`config.mk`:
```
export PLATFORM = sky130hd
export DESIGN_NAME = benes_route_ctrl_flat
export DESIGN_NICKNAME = d
export VERILOG_FILES = /design/src/rtl/benes_pkg.sv /design/src/rtl/benes_route_ctrl_if.sv /design/src/rtl/benes_tag_pipe.sv /design/src/rtl/benes_route_ctrl.sv /design/src/flat_wrapper.sv
export SDC_FILE = /design/constraint.sdc
export NUM_CORES = 1
export LEC_CHECK = 0
export BUFFER_PORTS_ARGS = -buffer_cell sky130_fd_sc_hd__buf_2
export CORE_MARGIN = 2
export CORE_UTILIZATION = 55
export CTS_CLUSTER_DIAMETER = 80
export DETAILED_ROUTE_END_ITERATION = 16
export PLACE_DENSITY = 0.78
export SETUP_SLACK_MARGIN = 0.5
export SLEW_MARGIN = 20
export SYNTH_ARGS = -nofsm -noshare
export SYNTH_HDL_FRONTEND = slang
export SYNTH_SLANG_ARGS = --single-unit
```
`constraint.sdc`:
```
create_clock -name clk -period 3.3 [get_ports clk]
set_input_delay 0.165 -clock clk [delete_from_list [all_inputs] [get_ports clk]]
set_output_delay 0.165 -clock clk [all_outputs]
set_load 0.005 [all_outputs]
```
`src/rtl/benes_pkg.sv`:
```
// Shared sizing and types for the 8x8 Benes route controller.
package benes_pkg;
  localparam int N_PORTS      = 8;
  localparam int STAGES       = 5;
  localparam int SW_PER_STAGE = N_PORTS / 2;
  localparam int STG_IDX_W    = $clog2(STAGES);

  typedef logic [SW_PER_STAGE-1:0] stage_cfg_t;

  typedef enum logic [1:0] {
    IDLE,
    READY,
    APPLY
  } route_state_t;
endpackage

```
`src/rtl/benes_route_ctrl_if.sv`:
```
// Config, commit and beat-tag signals between the SW host/network and the route controller.
interface benes_route_ctrl_if;
  import benes_pkg::*;

  logic                             cfg_valid;
  logic                             cfg_ready;
  logic [STG_IDX_W-1:0]             cfg_stage;
  stage_cfg_t                       cfg_bits;
  logic                             cfg_err;
  logic                             cmt_req;
  logic                             cmt_ack;
  logic                             busy;
  logic                             in_valid;
  logic [STAGES*SW_PER_STAGE-1:0]   switch_set;
  logic                             out_valid;
  logic                             out_epoch;

  modport master (
    output cfg_valid, cfg_stage, cfg_bits, cmt_req, in_valid,
    input  cfg_ready, cfg_err, cmt_ack, busy, switch_set, out_valid, out_epoch
  );

  modport slave (
    input  cfg_valid, cfg_stage, cfg_bits, cmt_req, in_valid,
    output cfg_ready, cfg_err, cmt_ack, busy, switch_set, out_valid, out_epoch
  );
endinterface

```
`src/rtl/benes_tag_pipe.sv`:
```
// Resettable {valid,epoch} shift register matching the network's register depth.
module benes_tag_pipe #(
  parameter int DEPTH = 5
) (
  input  logic clk,
  input  logic rst_n,
  input  logic in_valid,
  input  logic in_epoch,
  output logic out_valid,
  output logic out_epoch
);
  logic [DEPTH:1] vld_pipe;
  logic [DEPTH:1] ep_pipe;

  always_ff @(posedge clk or negedge rst_n) begin
    if (!rst_n) begin
      vld_pipe <= '0;
      ep_pipe  <= '0;
    end else begin
      vld_pipe[1] <= in_valid;
      // Epoch is gated so idle slots carry a clean 0 tag.
      ep_pipe[1]  <= in_epoch & in_valid;
      for (int i = 2; i <= DEPTH; i++) begin
        vld_pipe[i] <= vld_pipe[i-1];
        ep_pipe[i]  <= ep_pipe[i-1];
      end
    end
  end

  assign out_valid = vld_pipe[DEPTH];
  assign out_epoch = ep_pipe[DEPTH];
endmodule

```
`src/rtl/benes_route_ctrl.sv`:
```
// Shadow/active config banks for a 5-stage Benes network; commits roll out one stage per cycle.
module benes_route_ctrl
  import benes_pkg::*;
(
  input logic              clk,
  input logic              rst_n,
  benes_route_ctrl_if.slave bus
);
  route_state_t         state, state_nxt;
  stage_cfg_t           shadow [STAGES];
  stage_cfg_t           active [STAGES];
  logic [STAGES-1:0]    mask;
  logic [STAGES-1:0]    wr_hit;
  logic [STG_IDX_W-1:0] cnt;
  logic                 epoch;
  logic                 wr_acc, wr_ok, commit, last;

  assign commit        = (state == READY) && bus.cmt_req;
  assign bus.cfg_ready = (state != APPLY) && !commit;
  assign wr_acc        = bus.cfg_valid && bus.cfg_ready;
  assign wr_ok         = wr_acc && (|wr_hit);
  assign last          = (cnt == STG_IDX_W'(STAGES-1));
  assign bus.busy      = (state == APPLY);

  // One-hot decode of the target stage; all-zero flags an out-of-range index.
  always_comb begin
    wr_hit = '0;
    for (int s = 0; s < STAGES; s++)
      if (bus.cfg_stage == STG_IDX_W'(s)) wr_hit[s] = 1'b1;
  end

  always_comb begin
    state_nxt = state;
    unique case (state)
      IDLE:    if (wr_ok && (&(mask | wr_hit))) state_nxt = READY;
      READY:   if (commit) state_nxt = APPLY;
      APPLY:   if (last) state_nxt = IDLE;
      default: state_nxt = IDLE;
    endcase
  end

  always_ff @(posedge clk or negedge rst_n) begin
    if (!rst_n) state <= IDLE;
    else        state <= state_nxt;
  end

  always_ff @(posedge clk or negedge rst_n) begin
    if (!rst_n) begin
      mask        <= '0;
      cnt         <= '0;
      epoch       <= 1'b0;
      bus.cmt_ack <= 1'b0;
      bus.cfg_err <= 1'b0;
      for (int s = 0; s < STAGES; s++) begin
        shadow[s] <= '0;
        active[s] <= '0;
      end
    end else begin
      bus.cmt_ack <= commit;
      bus.cfg_err <= wr_acc && !(|wr_hit);
      if (commit) begin
        active[0] <= shadow[0];
        epoch     <= ~epoch;
        mask      <= '0;
        cnt       <= STG_IDX_W'(1);
      end else begin
        if (wr_ok) mask <= mask | wr_hit;
        if (state == APPLY) begin
          cnt <= last ? '0 : cnt + 1'b1;
          for (int s = 1; s < STAGES; s++)
            if (cnt == STG_IDX_W'(s)) active[s] <= shadow[s];
        end
      end
      for (int s = 0; s < STAGES; s++)
        if (wr_ok && wr_hit[s]) shadow[s] <= bus.cfg_bits;
    end
  end

  for (genvar s = 0; s < STAGES; s++) begin : g_sw
    assign bus.switch_set[s*SW_PER_STAGE +: SW_PER_STAGE] = active[s];
  end

  benes_tag_pipe #(.DEPTH(STAGES)) u_tag_pipe (
    .clk       (clk),
    .rst_n     (rst_n),
    .in_valid  (bus.in_valid),
    .in_epoch  (epoch),
    .out_valid (bus.out_valid),
    .out_epoch (bus.out_epoch)
  );
endmodule

```
`src/flat_wrapper.sv`:
```
// flat-port wrapper written by rule: the top's interface ports become plain ports
module benes_route_ctrl_flat import benes_pkg::*;
  (clk, rst_n, bus_cfg_valid, bus_cfg_stage, bus_cfg_bits, bus_cmt_req, bus_in_valid, bus_cfg_ready, bus_cfg_err, bus_cmt_ack, bus_busy, bus_switch_set, bus_out_valid, bus_out_epoch);
  benes_route_ctrl_if bus_i ();
  input logic clk;
  input logic rst_n;
  input wire logic [$bits(bus_i.cfg_valid)-1:0] bus_cfg_valid;
  input wire logic [$bits(bus_i.cfg_stage)-1:0] bus_cfg_stage;
  input wire logic [$bits(bus_i.cfg_bits)-1:0] bus_cfg_bits;
  input wire logic [$bits(bus_i.cmt_req)-1:0] bus_cmt_req;
  input wire logic [$bits(bus_i.in_valid)-1:0] bus_in_valid;
  output wire logic [$bits(bus_i.cfg_ready)-1:0] bus_cfg_ready;
  output wire logic [$bits(bus_i.cfg_err)-1:0] bus_cfg_err;
  output wire logic [$bits(bus_i.cmt_ack)-1:0] bus_cmt_ack;
  output wire logic [$bits(bus_i.busy)-1:0] bus_busy;
  output wire logic [$bits(bus_i.switch_set)-1:0] bus_switch_set;
  output wire logic [$bits(bus_i.out_valid)-1:0] bus_out_valid;
  output wire logic [$bits(bus_i.out_epoch)-1:0] bus_out_epoch;
  assign bus_i.cfg_valid = bus_cfg_valid;
  assign bus_i.cfg_stage = bus_cfg_stage;
  assign bus_i.cfg_bits = bus_cfg_bits;
  assign bus_i.cmt_req = bus_cmt_req;
  assign bus_i.in_valid = bus_in_valid;
  assign bus_cfg_ready = bus_i.cfg_ready;
  assign bus_cfg_err = bus_i.cfg_err;
  assign bus_cmt_ack = bus_i.cmt_ack;
  assign bus_busy = bus_i.busy;
  assign bus_switch_set = bus_i.switch_set;
  assign bus_out_valid = bus_i.out_valid;
  assign bus_out_epoch = bus_i.out_epoch;
  benes_route_ctrl u_core (.clk(clk), .rst_n(rst_n), .bus(bus_i));
endmodule
```
==> results.yml <==
synth:
  synthTopCellsByArea: "dfrtp_1 64%, mux2_2 17%, nand2_1 2.7%"
  ys_seq_area_frac: 0.638
  yosysMostFrequentCell: "dfrtp_1"
  synth_seq_cells: 63
  synthArstFlopShare: 1.00
  syn-num-nets: 194
  yosys.area.top_type_share: 0.638
  syn_area_sq_um: 2470
  synth_edf_count: 0
  yosysUniqueCellTypes: 32
  syn_avg_cell_area_sq_um: 14.0
  synthTopCellsByCount: "63 x dfrtp_1, 37 x mux2_2, 18 x nand2_1"
  synth_top_area_cell: "dfrtp_1"
  synth_flop_cell: "dfrtp_1"
  synth_cells: 177
  yosysWarningCount: 0
place:
  hpwlAfterDp_um: 3050
  post_dp_cell_area_sq_um: 2700
  io_buffer_count: 37
  dp_slack_ps: 1260
  gp_congestion: 0.888
power_and_ir_drop:
  clockPowerShare: 0.244
  switching_share: 0.310
  pwr-share-comb: 0.256
  p_int_mw: 1.67
  p_per_area_nw_per_um2: 836
  irDropWorstVdd_mv: 0.428
  seqPwrFrac: 0.501
  p_leak_nw: 1.44
  p_sw_uw: 751
run:
  cap_violations: 0
die:
  dieArea_sq_um: 5050
  coreArea_sq_um: 4350
  die_y_um: 71.0
  die_x_um: 71.0
  rows: 24
  initial_core_util: 0.568
  ioPinCount: 38
detailed_routing:
  firstDrtPassIters: 4
  wire_per_inst_um: 15.4
  drcViolationCount: 0
  drtIter0Drc: 118
  via_count: 1489
  detail_route.vias_per_cell: 5.34
  postRouteAntennaNets: 0
  wirelength_um: 4310
global_routing:
  antenna_found_initial: 0
  track_usage: 0.204
  grt_pass1_wl_um: 7430
  overflow: 0
  grt_pass1_vias: 1516
  grt_max_degree: 39
critical_path:
  crit_type: "reg2reg"
  path_max_fanout: 14
  required_ps: 3520
  r2r_end: "u_core.shadow[1]"
  worstSetupStartpointType: "flip-flop"
  rr_worst_depth: 4
  r2r-start: "u_core.state[1]"
  rrSetupSlack_ps: 1230
  cp.arrival_ps: 2290
  endpoint_kind: "flip-flop"
sta:
  tightest_slew_ps: 786
  hold_viol: 0
  setup-violations-final: 0
  min_period_ps: 2070
  max_freq_ghz: 0.483
  slew_violations: 0
  setup_ws_ps: 1230
  timing.setup.tns_ps: 0
  clock_skew_ps: 7.21
  relSlewSlack: 0.476
  period_share: 0.627
  rsz0062_at_grt: "no"
min_path:
  worstHoldEndpoint: "u_core.shadow[4]"
  min_from: "bus_cfg_bits[0]"
  whs_path_depth: 2
  min_path_type: "in2reg"
cells_and_area:
  drive_above_1_share: 0.423
  diodes: 0
  area_delta_synth_final_pct: 17.4
  final_area_sq_um: 2900
  final_nets: 239
  fillers: 337
clock_tree:
  cts_resized: 0
  cts_tree: "done"
  clock_latency_ps: 340
  htree_levels: 3
  cts_sinks: 63
  clockBufferDepth: 2
  clk_pin_slew_worst_paths_ps: 70
  cts-root-buf: "clkbuf_8"
  cts_setup_buffers: 0
  hold_buffers: 2
  cts_buffers: 9
run_status:
  outcome: "complete, no violations"
[metrics by stage]
stage                     power [mW]  hold WS, ps  utilization  cells
final                           2.43          139        0.667    279
after global routing            2.61          132        0.667    279
after CTS                       2.46          130        0.667    279
after detailed placement        1.85          287        0.620    261
after global placement          1.82          288        0.620    261
after floorplan                 1.61         -131            -    177
[power groups by stage]
| stage | sequential [mW] | combinational [mW] | clock, mW |
|---|---|---|---|
| floorplan | 1.20 | 0.409 | 0 |
| global placement | 1.22 | 0.609 | 0 |
| detailed placement | 1.23 | 0.625 | 0 |
| CTS | 1.22 | 0.630 | 0.609 |
| global route | 1.25 | 0.702 | 0.654 |
| finish | 1.21 | 0.620 | 0.591 |
[metal layers]
layer,wire (um),part of all wire,track usage,vias up
li1,-,-,-,704
met1,2090,0.49,0.283,742
met2,1920,0.45,0.283,35
met3,214,0.050,0.0741,8
met4,82,0.019,0.107,0
met5,0,0,0,-
[worst max-delay path: stages, from the launching register on]
cell and delay, ps:
dfrtp_1 400, nand3b_1 420, inv_2 250, nor4b_4 490, mux2_2 390
[worst max-delay path by stage]
stage / from / endpoint / depth (start not counted)
after global routing: u_core.state[1] / u_core.shadow[6] / 4
after CTS: u_core.state[1] / bus_cfg_ready / 4
after global placement: u_core.state[1] / u_core.shadow[3] / 4
after detailed placement: u_core.state[1] / u_core.shadow[1] / 4
after floorplan: u_core.state[0] / u_core.bus.switch_set[10] / 6
final: u_core.state[1] / u_core.shadow[1] / 4
[layout by cell type, fill, tap and decap left out]
cell type / synthesis / layout
dfrtp_1: 63 / 63
mux2_2: 37 / 37
buf_2: 2 / 37
nand2_1: 18 / 18
clkbuf_8: 0 / 9
inv_1: 8 / 8
a21oi_1: 6 / 6
ha_1: 5 / 5
nor2b_1: 4 / 4
clkinv_4: 0 / 4
nor2_1: 3 / 3
nand4_1: 3 / 3
nand3b_1: 2 / 2
inv_2: 2 / 2
nor4b_4: 2 / 2
o21a_1: 2 / 2
nor3b_1: 2 / 2
and3_1: 2 / 2
clkinvlp_4: 0 / 2
dlygate4sd3_1: 0 / 2
nand2b_2: 1 / 1
nor4_1: 1 / 1
and2_1: 1 / 1
o21ai_0: 1 / 1
nand3_1: 1 / 1
mux2i_1: 1 / 1
or3_1: 1 / 1
o211ai_1: 1 / 1
a222oi_1: 1 / 1
o32ai_1: 1 / 1
xnor2_1: 1 / 1
o2bb2ai_1: 1 / 1
inv_6: 0 / 1
buf_4: 1 / 1
[logic make-up after synthesis]
kind of cell,share of synthesized area
flip-flops,0.638
AND/OR/NAND/NOR,0.0992
AO/OA/AOI/OAI,0.0344
XOR/XNOR,0.00354
buffers and inverters,0.0273
adder cells (fa/ha/maj),0.0253
multiplexers,0.173
[state kept, by name, indices dropped and copies added (netlist names)]
register                    flops
u_core.cnt                      3
u_core.bus.cfg_err              1
u_core.shadow                  20
u_core.u_tag_pipe.ep_pipe       5
u_core.bus.cmt_ack              1
u_core.mask                     5
u_core.bus.switch_set          20
u_core.epoch                    1
u_core.state                    2
u_core.u_tag_pipe.vld_pipe      5
[final cells by class]
type                            count  area (sq um)  area share
Tap cell                           52          65.1      0.0224
Sequential cell                    63          1580       0.543
Multi-Input combinational cell     98           828       0.285
Clock buffer                        9           124      0.0427
Timing Repair Buffer               40           213      0.0733
Clock inverter                      7          58.8      0.0203
Inverter                           10          37.5      0.0129
Note: power is estimated with default switching activity, not from simulation.
